==> src/rtl/adder_pkg.sv <==
// Shared types and helpers for the pipelined carry adder.
package adder_pkg;

  // Operation select: subtraction inverts b and the carry-in.
  typedef enum logic {
    OP_ADD = 1'b0,
    OP_SUB = 1'b1
  } op_e;

  // Chunk width handled by each pipeline stage.
  function automatic int chunk_width(input int width, input int stages);
    return width / stages;
  endfunction

endpackage

==> src/rtl/add_chunk.sv <==
// Combinational CW-bit adder slice with carry in and carry out.
module add_chunk #(
  parameter int CW = 8
) (
  input  logic [CW-1:0] a,
  input  logic [CW-1:0] b,
  input  logic          cin,
  output logic [CW-1:0] sum,
  output logic          cout
);

  // One-chunk ripple add; the extra top bit is the chunk carry-out.
  // NOTE: every output is assigned on every path through this block, so no latch is inferred.
  always_comb begin
    {cout, sum} = {1'b0, a} + {1'b0, b} + {{CW{1'b0}}, cin};
  end

endmodule

==> src/rtl/pipelined_carry_adder.sv <==
// Pipelined adder/subtractor: WIDTH bits split into STAGES chunks, one chunk
// per stage, with operand skew on the way in and sum deskew on the way out.
module pipelined_carry_adder
  import adder_pkg::*;
#(
  parameter int WIDTH  = 32,
  parameter int STAGES = 2
) (
  input  logic             clk,
  input  logic             rst_n,
  input  logic             in_valid,
  output logic             in_ready,
  input  op_e              op,
  input  logic [WIDTH-1:0] a,
  input  logic [WIDTH-1:0] b,
  input  logic             cin,
  output logic             out_valid,
  input  logic             out_ready,
  output logic [WIDTH-1:0] sum,
  output logic             cout,
  output logic             overflow
);

  localparam int CW   = chunk_width(WIDTH, STAGES);
  localparam int LAST = STAGES - 1;

  if (STAGES < 1 || STAGES > WIDTH || (WIDTH % STAGES) != 0) begin : g_bad_params
    $error("pipelined_carry_adder: WIDTH (%0d) must be a multiple of STAGES (%0d)", WIDTH, STAGES);
  end

  logic [WIDTH-1:0] b_eff;
  logic             cin_eff;
  logic             advance;

  // Subtraction is a + ~b + !cin, so only the b operand and carry-in change.
  assign b_eff   = (op == OP_SUB) ? ~b : b;
  assign cin_eff = (op == OP_SUB) ? ~cin : cin;

  // Global stall: the whole pipeline moves only when the output slot frees up.
  assign advance  = !g_stage[LAST].valid_q || out_ready;
  assign in_ready = advance;

  for (genvar k = 0; k < STAGES; k++) begin : g_stage
    // Remaining operand width entering this stage: chunks k..STAGES-1.
    localparam int IN_W = (STAGES - k) * CW;

    logic [IN_W-1:0]       a_in;
    logic [IN_W-1:0]       b_in;
    logic                  carry_in;
    logic                  valid_in;
    logic [CW-1:0]         chunk_sum;
    logic                  chunk_cout;
    logic [(k+1)*CW-1:0]   sum_nxt;
    logic                  valid_q;
    logic                  carry_q;
    logic [(k+1)*CW-1:0]   sum_q;

    if (k == 0) begin : g_head
      assign a_in     = a;
      assign b_in     = b_eff;
      assign carry_in = cin_eff;
      assign valid_in = in_valid;
      assign sum_nxt  = chunk_sum;
    end else begin : g_body
      assign a_in     = g_stage[k-1].g_skew.a_rem;
      assign b_in     = g_stage[k-1].g_skew.b_rem;
      assign carry_in = g_stage[k-1].carry_q;
      assign valid_in = g_stage[k-1].valid_q;
      // Completed lower chunks ride along underneath this stage's chunk.
      assign sum_nxt  = {chunk_sum, g_stage[k-1].sum_q};
    end

    add_chunk #(.CW(CW)) u_chunk (
      .a    (a_in[CW-1:0]),
      .b    (b_in[CW-1:0]),
      .cin  (carry_in),
      .sum  (chunk_sum),
      .cout (chunk_cout)
    );

    // Stage valid, carry and accumulated sum; data loads only for valid transactions.
    // NOTE: non-blocking assignments let each stage capture its neighbour's pre-edge value.
    always_ff @(posedge clk or negedge rst_n) begin
      if (!rst_n) begin
        // NOTE: data registers are reset too so sum/cout/overflow read 0 out of reset.
        valid_q <= 1'b0;
        carry_q <= 1'b0;
        sum_q   <= '0;
      end else if (advance) begin
        valid_q <= valid_in;
        if (valid_in) begin
          carry_q <= chunk_cout;
          sum_q   <= sum_nxt;
        end
      end
    end

    if (k < LAST) begin : g_skew
      logic [IN_W-CW-1:0] a_rem;
      logic [IN_W-CW-1:0] b_rem;

      // Carry the not-yet-added operand chunks (including sign bits) to later stages.
      always_ff @(posedge clk or negedge rst_n) begin
        if (!rst_n) begin
          a_rem <= '0;
          b_rem <= '0;
        end else if (advance && valid_in) begin
          a_rem <= a_in[IN_W-1:CW];
          b_rem <= b_in[IN_W-1:CW];
        end
      end
    end else begin : g_tail
      logic ovf_q;

      // Signed overflow: operands agree in sign but the result sign differs.
      always_ff @(posedge clk or negedge rst_n) begin
        if (!rst_n) begin
          ovf_q <= 1'b0;
        end else if (advance && valid_in) begin
          ovf_q <= (a_in[CW-1] == b_in[CW-1]) && (chunk_sum[CW-1] != a_in[CW-1]);
        end
      end
    end
  end

  assign out_valid = g_stage[LAST].valid_q;
  assign sum       = g_stage[LAST].sum_q;
  assign cout      = g_stage[LAST].carry_q;
  assign overflow  = g_stage[LAST].g_tail.ovf_q;

endmodule
==> config.mk <==
export PLATFORM = sky130hd
export DESIGN_NAME = pipelined_carry_adder
export DESIGN_NICKNAME = d
export VERILOG_FILES = /design/src/rtl/adder_pkg.sv /design/src/rtl/add_chunk.sv /design/src/rtl/pipelined_carry_adder.sv
export SDC_FILE = /design/constraint.sdc
export NUM_CORES = 1
export LEC_CHECK = 0
export ABC_AREA = 1
export BUFFER_PORTS_ARGS = -buffer_cell sky130_fd_sc_hd__buf_2
export CAP_MARGIN = 40
export CORE_ASPECT_RATIO = 1.75
export CORE_MARGIN = 2
export CORE_UTILIZATION = 44
export DETAILED_ROUTE_END_ITERATION = 12
export GPL_TIMING_DRIVEN = 0
export PLACE_DENSITY = 0.66
export SYNTH_ARGS = -nofsm -noshare
export SYNTH_HDL_FRONTEND = slang
export SYNTH_SLANG_ARGS = --single-unit
==> constraint.sdc <==
create_clock -name clk -period 2.1 [get_ports clk]
set_input_delay 0.105 -clock clk [delete_from_list [all_inputs] [get_ports clk]]
set_output_delay 0.105 -clock clk [all_outputs]
set_load 0.03 [all_outputs]
## Word level (Yosys, flattened, before mapping)

Cells that the tools add are included.

- Reduce and logical (&&, ||, !) cells: 7
- Add/subtract/negate cells: 4
- Multiplexer cells: 2
- Equality and inequality tests: 2
- Bitwise logic cells: 2

Operators by type and width:

| cell | number |
|---|---|
| 16-bit by 16-bit adder with 17-bit output | 2 |
| 17-bit by 1-bit adder with 17-bit output | 2 |
| 32-bit two-way mux | 1 |
| 32-bit NOT | 1 |
| 2-bit AND reduction | 2 |
| 1-bit logical AND | 3 |
| 1-bit equality test | 1 |
| 1-bit zero test | 1 |
| 1-bit logical OR | 1 |
| 1-bit two-way mux | 1 |
| 1-bit != test | 1 |
| 1-bit NOT | 1 |

- Bits in registers: 85
- Logic and storage cells: 26

## Longest topological paths before layout

Gate-level depths: netlist of the first run.

- Depth in word-level cells: 4
- Mapped depth: 14

## Hierarchy

A second synthesis of the first run with hierarchy kept.

- Cells, all modules: 818
- Area, all modules: 5635.4 um2

Modules (own cells, without submodules):

| module | cells each | instances | area each (um2) | sequential area each (um2) |
|---|---|---|---|---|
| pipelined_carry_adder | 450 | 1 | 3657.3 | 2127.0 |
| add_chunk (g_stage[1].u_chunk) | 184 | 1 | 992.2 | 0.0 |
| add_chunk (g_stage[0].u_chunk) | 184 | 1 | 985.9 | 0.0 |

## Least setup slack after synthesis of the first run

Ideal clock, no wire load.

- Path type: input port to flip-flop
- Start: input port op
- End: register g_stage[0].sum_q[12]
- Arrival: 1896 ps
- Cell stages on the path: 12
- Setup slack: 87 ps
- Cells stage by stage: buf_2 > buf_2 > xor2_1 > fa_1 > inv_1 > fa_1 > o21ai_2 > nand3_1 > nand3_1 > nand2_1 > nand3_1 > nand2_1

- Cells in the longest elaborated chain, start to end: 3

RTL lines:

| item | RTL line | RTL |
|---|---|---|
| start, declared | pipelined_carry_adder.sv:13 | `input op_e op,` |
| 32-bit two-way mux | pipelined_carry_adder.sv:36 | `assign b_eff = (op == OP_SUB) ? ~b : b;` |
| 16-bit by 16-bit adder with 17-bit output | add_chunk.sv:15 | `{cout, sum} = {1'b0, a} + {1'b0, b} + {{CW{1'b0}}, cin};` |
| 17-bit by 1-bit adder with 17-bit output (*) | add_chunk.sv:15 |  |
| end signal, assigned | pipelined_carry_adder.sv:93 | `sum_q <= sum_nxt;` |
| end, declared | pipelined_carry_adder.sv:56 | `logic [(k+1)*CW-1:0] sum_q;` |

Every way passes the cells marked *; elsewhere a longest branch is shown, timed or not.
A chain may end at the register's enable or synchronous reset.

## Final worst setup path of the first run

- Start: register g_stage[0].g_skew.b_rem[0]
- End: register g_stage[1].sum_q[28], in the netlist sum[28]

- Cells in the longest elaborated chain, start to end: 2

RTL lines:

| item | RTL line | RTL |
|---|---|---|
| start, declared | pipelined_carry_adder.sv:100 | `logic [IN_W-CW-1:0] b_rem;` |
| start signal, assigned | pipelined_carry_adder.sv:109 | `b_rem <= b_in[IN_W-1:CW];` |
| 16-bit by 16-bit adder with 17-bit output | add_chunk.sv:15 |  |
| 17-bit by 1-bit adder with 17-bit output | add_chunk.sv:15 |  |
| end signal, assigned | pipelined_carry_adder.sv:93 |  |
| end, declared | pipelined_carry_adder.sv:56 |  |

No other way between the ends.

==> out/results.tsv, run 1 <==
metric	value	unit
outcome	finished, final reports clean	
CP Max Fanout	4	
CTS tree	built	
Mapped Area	5380	µm²
DIE HEIGHT	150	µm
worst hold stages	3	
total number of vias	4942	
Worst EP required	2380	ps
Cell Rows	53	
FF-to-FF path depth	9	
crit share post-route	93.8	%
crit start category	flop	
post-synthesis cell type count	28	
top cell type's share of synthesized area	39.5	%
peak supply drop	421	µV
synthesized area per cell	7.37	µm²
final wirelength	14.3	mm
area of the multi-input gates	2840	µm²
pre-CTS WS	-324	ps
final core utilization	55.2	%
Initial Utilization	44.8	%
Yosys reg bits	85	
cell repeated most along the worst path	nand3_1	
Area contributors post-synth	dfrtp_1, nand2_1, ha_1	
Synth Instances	730	
IO Port Bufs	104	
leakage power	3.68	nW
Crit Path Category	reg -> reg	
total CTS buffers	9	
hold crit path type	in -> reg	
number of global-route vias before repair	4861	
Fin. Hold Viols	0	
initial antenna violation count	0	
Final TNS setup	0	ps
cell at the slowest stage of the critical path	fa_2	
area delta synth->final	23.2	%
CTS Buffer Depth	2	
total die area	13200	µm²
ant diodes	0	
grt ovf	0	
Non-Filler Instances	1034	
GPL Wtd Cong	0.934	
final setup vio count	0	
Synth Net Count	834	
Die W	87.6	µm
DP Wirelength	11.4	mm
Final WS setup	131	ps
RSZ-0062 raised after global routing	no	
hold_ws	23.0	ps
Worst Tran Pin Value	520	ps
YS warnings	0	
FF+latch area	2130	µm²
Total GRT Usage	23.0	%
io pins	106	
DR iter-0 viols	171	
first-pass GRT wire length	23.0	mm
final net count	968	
Placeable Area	12000	µm²
mean number of vias per cell	4.78	
Placed Cells	1000	
Pins Over Slew Limit	0	
DRC errors left	0	
clk_skew	5.81	ps
Reg clk slew, reported paths	60	ps
Worst slew margin	65.3	%
Clock Latency Late Sink	340	ps
share of layout cells above drive strength 1	20.0	%
Root Buffer	clkbuf_16	
wire per inst	13.9	µm
Crit path largest cell delay	420	ps
Worst setup EP type	flop	
PwrDens	1060	nW/µm²
crit path DAT	2250	ps
max cap viols	0	
largest net degree at the start of global routing	61	
clk sinks	85	
# fillers	1240	
register area share after synthesis	39.5	%
# H-tree levels	3	
Min Clock Period, post-route	1970	ps
fmax	508	MHz
ANT nets after route	0	
worst path cell trace	fa_2, fa_2, nand3_1, nand2_2, nand4_1, nand3_1, nand2_1, nand3_1, nand2_1	
DRT Pass-1 Iters	4	
Yosys top cell by area	dfrtp_1	
-- cell families (layout without fill, tap and decap cells) --
family / count (synthesis) / in the layout / synth area share, %
flops: 85 / 85 / 39.5
compound gates: 63 / 63 / 6.16
fa+ha+maj: 34 / 34 / 8.47
simple gates: 406 / 406 / 31.3
buf+inv: 100 / 239 / 7.72
xor+xnor: 42 / 42 / 6.84
-- through the flow --
step | power, mW | cell area, µm²
after floorplan | 4.49 | 5380
after global placement | 5.33 | 6110
after detailed placement | 5.38 | 6140
after CTS | 7.07 | 6610
after global routing | 7.53 | 6630
final | 7.02 | 6630
-- cells in the mapped netlist, drive strengths merged --
| master | n |
|---|---|
| buf | 20 |
| a31oi | 1 |
| nand3 | 35 |
| inv | 79 |
| nor2 | 32 |
| o21ai | 37 |
| nand2 | 319 |
| ha | 30 |
| nor3 | 3 |
| nand4 | 6 |
| xor2 | 17 |
| nand3b | 8 |
| clkbuf | 1 |
| and2 | 3 |
| dfrtp | 85 |
| a21oi | 25 |
| fa | 4 |
| xnor2 | 25 |
-- path summary, 6_finish.rpt --
path,endpoint,slack [ps],start
worst max register to register,sum[28],130,g_stage[0].g_skew.b_rem[0]
max in group asynchronous,g_stage[0].g_skew.a_rem[4],1280,rst_n
worst min-delay path,g_stage[0].g_skew.a_rem[15],20,a[31]
worst max-delay path,sum[28],130,g_stage[0].g_skew.b_rem[0]
worst min register to register,sum[2],470,sum[2]
min in group asynchronous,g_stage[0].g_skew.a_rem[11],210,rst_n
-- layout make-up --
type	count	area share, %
Multi-Input combinational cell	545	42.9
Sequential cell	85	32.1
Timing Repair Buffer	123	10.9
Inverter	79	4.47
Clock buffer	10	3.61
Tap cell	165	3.11
Buffer	21	1.83
Clock inverter	6	1.08
-- power breakdown --
| part | internal [mW] | switching [mW] |
|---|---|---|
| combinational | 1.02 | 1.97 |
| clock | 0.962 | 0.669 |
| sequential | 2.12 | 0.277 |
-- placed cells by master (no fill, tap or decap), types with 9 or more instances in the layout --
cell	n
nand2_1	306
buf_2	116
dfrtp_1	85
inv_1	71
nand3_1	33
o21ai_0	32
nor2_1	31
ha_1	30
xnor2_1	25
a21oi_1	22
xor2_1	17
dlygate4sd3_1	16
nand2_2	13
buf_4	10
clkbuf_16	9
-- sequential cells by signal, indices dropped and copies added (netlist names) --
name and flops:
sum 32, g_stage.carry_q 1, out_valid 1, cout 1, g_stage.g_skew.b_rem 16, g_stage.g_skew.a_rem 16
g_stage.sum_q 16, g_stage.valid_q 1, overflow 1
-- layer usage --
layer,wire [µm],track usage (%),up-vias
met4,674,12.8,0
met2,7880,43.1,117
met1,5340,24.1,2248
met5,0,0,-
li1,-,-,2541
met3,425,2.69,36
-- timing repair --
action	4_1_cts	5_1_grt
hold buffers	16	0
pin swaps	0	2
endpoints found under the setup margin	3	6
endpoints found under the hold margin	40	0
gates resized for setup	2	2
buffers inserted	0	2
-- worst max-delay path: cells and delay by family (launching register included) --
| kind | cells | cell delay [ps] |
|---|---|---|
| AND/OR/NAND/NOR | 7 | 670 |
| adder cells (fa/ha/maj) | 2 | 830 |
| flip-flops | 1 | 400 |
Power figures use the tool's default switching activity.
==> run 2: changes to the inputs <==
--- a/config.mk
+++ b/config.mk
@@ -10,10 +10,10 @@
 export CAP_MARGIN = 40
 export CORE_ASPECT_RATIO = 1.75
 export CORE_MARGIN = 2
-export CORE_UTILIZATION = 44
+export CORE_UTILIZATION = 28
+export CTS_CLUSTER_DIAMETER = 120
 export DETAILED_ROUTE_END_ITERATION = 12
 export GPL_TIMING_DRIVEN = 0
-export PLACE_DENSITY = 0.66
 export SYNTH_ARGS = -nofsm -noshare
 export SYNTH_HDL_FRONTEND = slang
 export SYNTH_SLANG_ARGS = --single-unit
==> run 2 against run 1 <==
  * Sequential cell count did not move
  * Combinational power rose by 1%
  * Cell count rose by 7.4%
  * Sequential power barely moved
  * Power rose by 1.9%
  * Maximum frequency fell by 2.2%
  * Global-route usage fell by 7.0 points
==> out/results.tsv, run 2 (synthesized netlist as in run 1, its figures left out) <==
metric	value	unit
outcome	finished, final reports clean	
fin area	6760	µm²
Cell Rows	67	
clk_skew	4.80	ps
Clock Latency Late Sink	350	ps
fmax	496	MHz
final net count	969	
io pins	106	
RSZ-0062 raised after global routing	yes	
grt ovf	0	
Placed Cells	1076	
total power	7.15	mW
Final WS setup	85.7	ps
leakage power	3.71	nW
max cap viols	0	
hold crit path type	in -> reg	
register share of total power	33.7	%
clk sinks	85	
hold_ws	17.8	ps
area delta synth->final	25.8	%
Placeable Area	19000	µm²
number of global-route vias before repair	4947	
worst hold start	a[31]	
Worst slew margin	65.2	%
most frequent cells in the layout	nand2_1, buf_2, dfrtp_1	
Worst EP required	2340	ps
DR iter-0 viols	173	
clock power share	23.9	%
CP Max Fanout	4	
Final TNS setup	0	ps
final core utilization	35.5	%
Reg clk slew, reported paths	60	ps
total number of vias	4904	
total die area	20400	µm²
DRC errors left	0	
Non-Filler Instances	1110	
CTS Buffer Depth	2	
largest net degree at the start of global routing	49	
Switching Fraction	41.1	%
crit path DAT	2250	ps
Worst setup EP type	flop	
pre-CTS WS	-361	ps
DIE HEIGHT	187	µm
# H-tree levels	3	
crit share post-route	95.9	%
final wirelength	15.5	mm
Worst Tran Pin Value	523	ps
crit start category	flop	
wire per inst	13.9	µm
Total GRT Usage	16.0	%
Crit Reg-Reg Startpoint	g_stage[0].g_skew.b_rem[0]	
Min Clock Period, post-route	2010	ps
IO Port Bufs	104	
# fillers	2072	
DP Wirelength	12.6	mm
Initial Utilization	28.3	%
total CTS buffers	9	
first-pass GRT wire length	24.7	mm
share of layout cells above drive strength 1	20.6	%
Fin. Hold Viols	0	
peak supply drop	375	µV
Root Buffer	clkbuf_16	
most common cell after layout, fill and taps aside	nand2_1	
mean number of vias per cell	4.42	
Crit Path Category	reg -> reg	
Largest register FFs	32	
Internal	4.21	mW
Comb pwr share	42.4	%
DRT Pass-1 Iters	4	
CTS tree	built	
Die W	109	µm
Pins Over Slew Limit	0	
Worst Setup SP	g_stage[0].g_skew.b_rem[0]	
GPL Wtd Cong	0.869	
ANT nets after route	0	
sw power	2.93	mW
final setup vio count	0	
Cell Area, Placed	6230	µm²
PwrDens	1060	nW/µm²
ant diodes	0	
initial antenna violation count	0	
==> run 2: final cells by class <==
class	instances	area, µm²	share of cell area [%]
Sequential cell	85	2130	31.4
Buffer	21	125	1.85
Clock buffer	10	239	3.53
Clock inverter	5	75.1	1.11
Tap cell	241	302	4.46
Multi-Input combinational cell	545	2870	42.4
Timing Repair Buffer	124	733	10.8
Inverter	79	297	4.38
==> run 2: timing repair <==
action,CTS,global route
gates resized for setup,2,8
buffers inserted,0,3
setup endpoints to repair,3,7
pin swaps,0,5
hold endpoints to repair,52,0
hold buffers,16,0
==> run 2: metal layers <==
layer,track usage (%),share of wire [%],vias to the layer above
met2,31.0,57,99
met4,6.80,3.0,0
met3,2.23,3.5,27
li1,-,-,2541
met5,0,0,-
met1,16.5,37,2237
==> run 2: power groups by stage <==
stage / clock [mW] / combinational [mW] / sequential (mW)
floorplan: 0 / 1.54 / 2.95
global placement: 0 / 2.96 / 2.44
detailed placement: 0 / 3.00 / 2.45
CTS: 1.75 / 3.04 / 2.42
global route: 1.81 / 3.39 / 2.48
finish: 1.71 / 3.03 / 2.41
==> run 2: critical path, cell delays in order (launching register included) <==
cell and delay (ps):
dfrtp_1 400, fa_2 450, fa_2 450, nand3_2 100
nand2_2 60, nand4_1 140, nand4_1 140, nand3_2 110
nand2_1 50
==> run 2: path summary, 6_finish.rpt <==
kind                                                to  slack (ps)  depth (start not counted)
setup / recovery                               sum[28]          90                          8
hold / removal             g_stage[0].g_skew.a_rem[15]          20                          3
setup reg to reg                               sum[28]          90                          8
hold reg to reg                                sum[11]         470                          2
max in group asynchronous                       sum[3]        1200                          3
min in group asynchronous   g_stage[0].g_skew.a_rem[4]         280                          2
==> run 3: changes to the inputs <==
--- a/config.mk
+++ b/config.mk
@@ -14,6 +14,7 @@
 export CTS_CLUSTER_DIAMETER = 120
 export DETAILED_ROUTE_END_ITERATION = 12
 export GPL_TIMING_DRIVEN = 0
+export REMOVE_ABC_BUFFERS = 1
 export SYNTH_ARGS = -nofsm -noshare
 export SYNTH_HDL_FRONTEND = slang
 export SYNTH_SLANG_ARGS = --single-unit
==> run 3 against run 2 <==
  * Largest cell class unchanged
  * Critical path depth up 1
  * Die area unchanged
  * Worst setup slack better by 6.8 ps
  * First-iteration DRC count down 20%
  * Sequential power about the same
  * Combinational power about the same
  * Count of clock-buffer cells in the layout up 1
  * Highest routed layer unchanged
  * Maximum frequency up 0.34%
  * Sequential share of layout area down 0.057 points
==> out/results.tsv, run 3 (synthesized netlist as in run 1, its figures left out) <==
metric	value	unit
Crit Path Category	reg -> reg	
total number of vias	4844	
Min Clock Period, post-route	2010	ps
Root Buffer	clkbuf_16	
mean number of vias per cell	4.41	
# H-tree levels	3	
Crit Reg-Reg Startpoint	g_stage[0].carry_q	
Pins Over Slew Limit	0	
Worst Tran Pin Value	617	ps
worst hold stages	4	
fmax	498	MHz
CTS Buffer Depth	2	
DP Wirelength	11.3	mm
IO Port Bufs	105	
register share of total power	33.9	%
Critical R2R Capture	sum[30]	
largest net degree at the start of global routing	55	
clk sinks	85	
Switching Fraction	41.2	%
io pins	106	
grt ovf	0	
Worst EP required	2340	ps
share of layout cells above drive strength 1	19.5	%
delay-heaviest family, CP	adder cells	
Internal	4.14	mW
Final TNS setup	0	ps
total die area	20400	µm²
R2R setup slack	90	ps
leakage power	3.68	nW
final wirelength	14.7	mm
Placeable Area	19000	µm²
PwrDens	1040	nW/µm²
hold crit path type	in -> reg	
clk_skew	7.49	ps
Initial Utilization	28.3	%
cell repeated most along the worst path	nand2_1	
first-pass GRT wire length	24.1	mm
max cap viols	0	
clock power share	22.9	%
Worst slew margin	58.8	%
crit start category	flop	
final setup vio count	0	
Hold Path Sink	out_valid	
most common cell after layout, fill and taps aside	nand2_1	
Largest register FFs	32	
Comb pwr share	43.3	%
FF-to-FF path depth	9	
DRT Pass-1 Iters	5	
ant diodes	0	
Cell Rows	67	
initial antenna violation count	0	
DRC errors left	0	
Reg clk slew, reported paths	60	ps
Buf+Inv Stages, Crit Path	1	
Clock Latency Late Sink	350	ps
Worst setup EP type	flop	
outcome	finished, final reports clean	
area delta synth->final	26.1	%
DR iter-0 viols	138	
crit share post-route	95.6	%
Fin. Hold Viols	0	
GPL Wtd Cong	0.889	
Total GRT Usage	15.3	%
CP Max Fanout	3	
ANT nets after route	0	
Crit path largest cell delay	450	ps
wire per inst	13.4	µm
sw power	2.90	mW
crit path DAT	2250	ps
worst hold start	out_ready	
DIE HEIGHT	187	µm
Cell Area, Placed	6210	µm²
CTS tree	built	
total CTS buffers	9	
most frequent cells in the layout	nand2_1, buf_2, dfrtp_1	
worst path cell trace	fa_2, fa_2, buf_4, nand2_1, nand2_2, nand2_1, nand3_1, nand3_1, nand2_1	
Worst Setup SP	g_stage[0].carry_q	
Die W	109	µm
fin area	6780	µm²
number of global-route vias before repair	5000	
cell at the slowest stage of the critical path	dfrtp_2	
final net count	958	
peak supply drop	391	µV
==> run 3: worst max-delay path by stage <==
| stage | to | slack (ps) | cells past startpoint |
|---|---|---|---|
| final | sum[30] | 90 | 9 |
| after global routing | sum[28] | -10 | 9 |
| after global placement | sum[31] | -2390 | 8 |
| after CTS | sum[28] | 20 | 9 |
| after floorplan | sum[31] | -760 | 8 |
| after detailed placement | g_stage[0].sum_q[12] | -370 | 12 |
==> run 3: power by group through the flow <==
stage          logic (mW)  clock network (mW)  registers, mW
2_1_floorplan        1.49                   0           2.95
3_3_place_gp         2.89                   0           2.42
3_5_place_dp         3.00                   0           2.41
4_1_cts              3.04                1.66           2.39
5_1_grt              3.41                1.72           2.45
6_report             3.05                1.61           2.39
==> run 3: routing by layer <==
metal,wire [µm],GRT usage [%]
met4,650,9.12
met5,0,0
met1,5070,14.5
met3,416,1.81
met2,8540,29.9
==> run 3: layout make-up <==
type                       instances  area, µm²
clock buffer                      11        253
inverter                          79        300
sequential                        85       2130
timing repair buffer             134        893
fill                            2040      12200
clock inverter                     4       47.5
tap                              241        302
multi-input combinational        545       2860
==> run 3: what timing repair did <==
action / CTS / global route
buffers inserted: 1 / 5
endpoints found under the setup margin: 22 / 7
resized for setup: 5 / 2
endpoints found under the hold margin: 47 / 0
cloned: 0 / 1
hold buffers: 17 / 0
pin swaps: 1 / 2
==> run 3: per-stage QoR <==
| step | setup WS [ps] | utilization [%] | power (mW) | hold slack, ps | instances |
|---|---|---|---|---|---|
| global route | -11.8 | 35.6 | 7.58 | 67.5 | 1099 |
| global placement | -2390 | 32.0 | 5.31 | 301 | 1055 |
| finish | 92.4 | 35.6 | 7.04 | 50.4 | 1099 |
| CTS | 18.8 | 35.2 | 7.10 | 37.2 | 1093 |
| detailed placement | -370 | 32.7 | 5.41 | 75.4 | 1060 |
| floorplan | -764 | - | 4.44 | -191 | 709 |
==> run 3: tightest hold or removal path, delay by kind of cell <==
kind | cells | cell delay [ps]
buffers and inverters | 2 | 150
AND/OR/NAND/NOR | 2 | 100
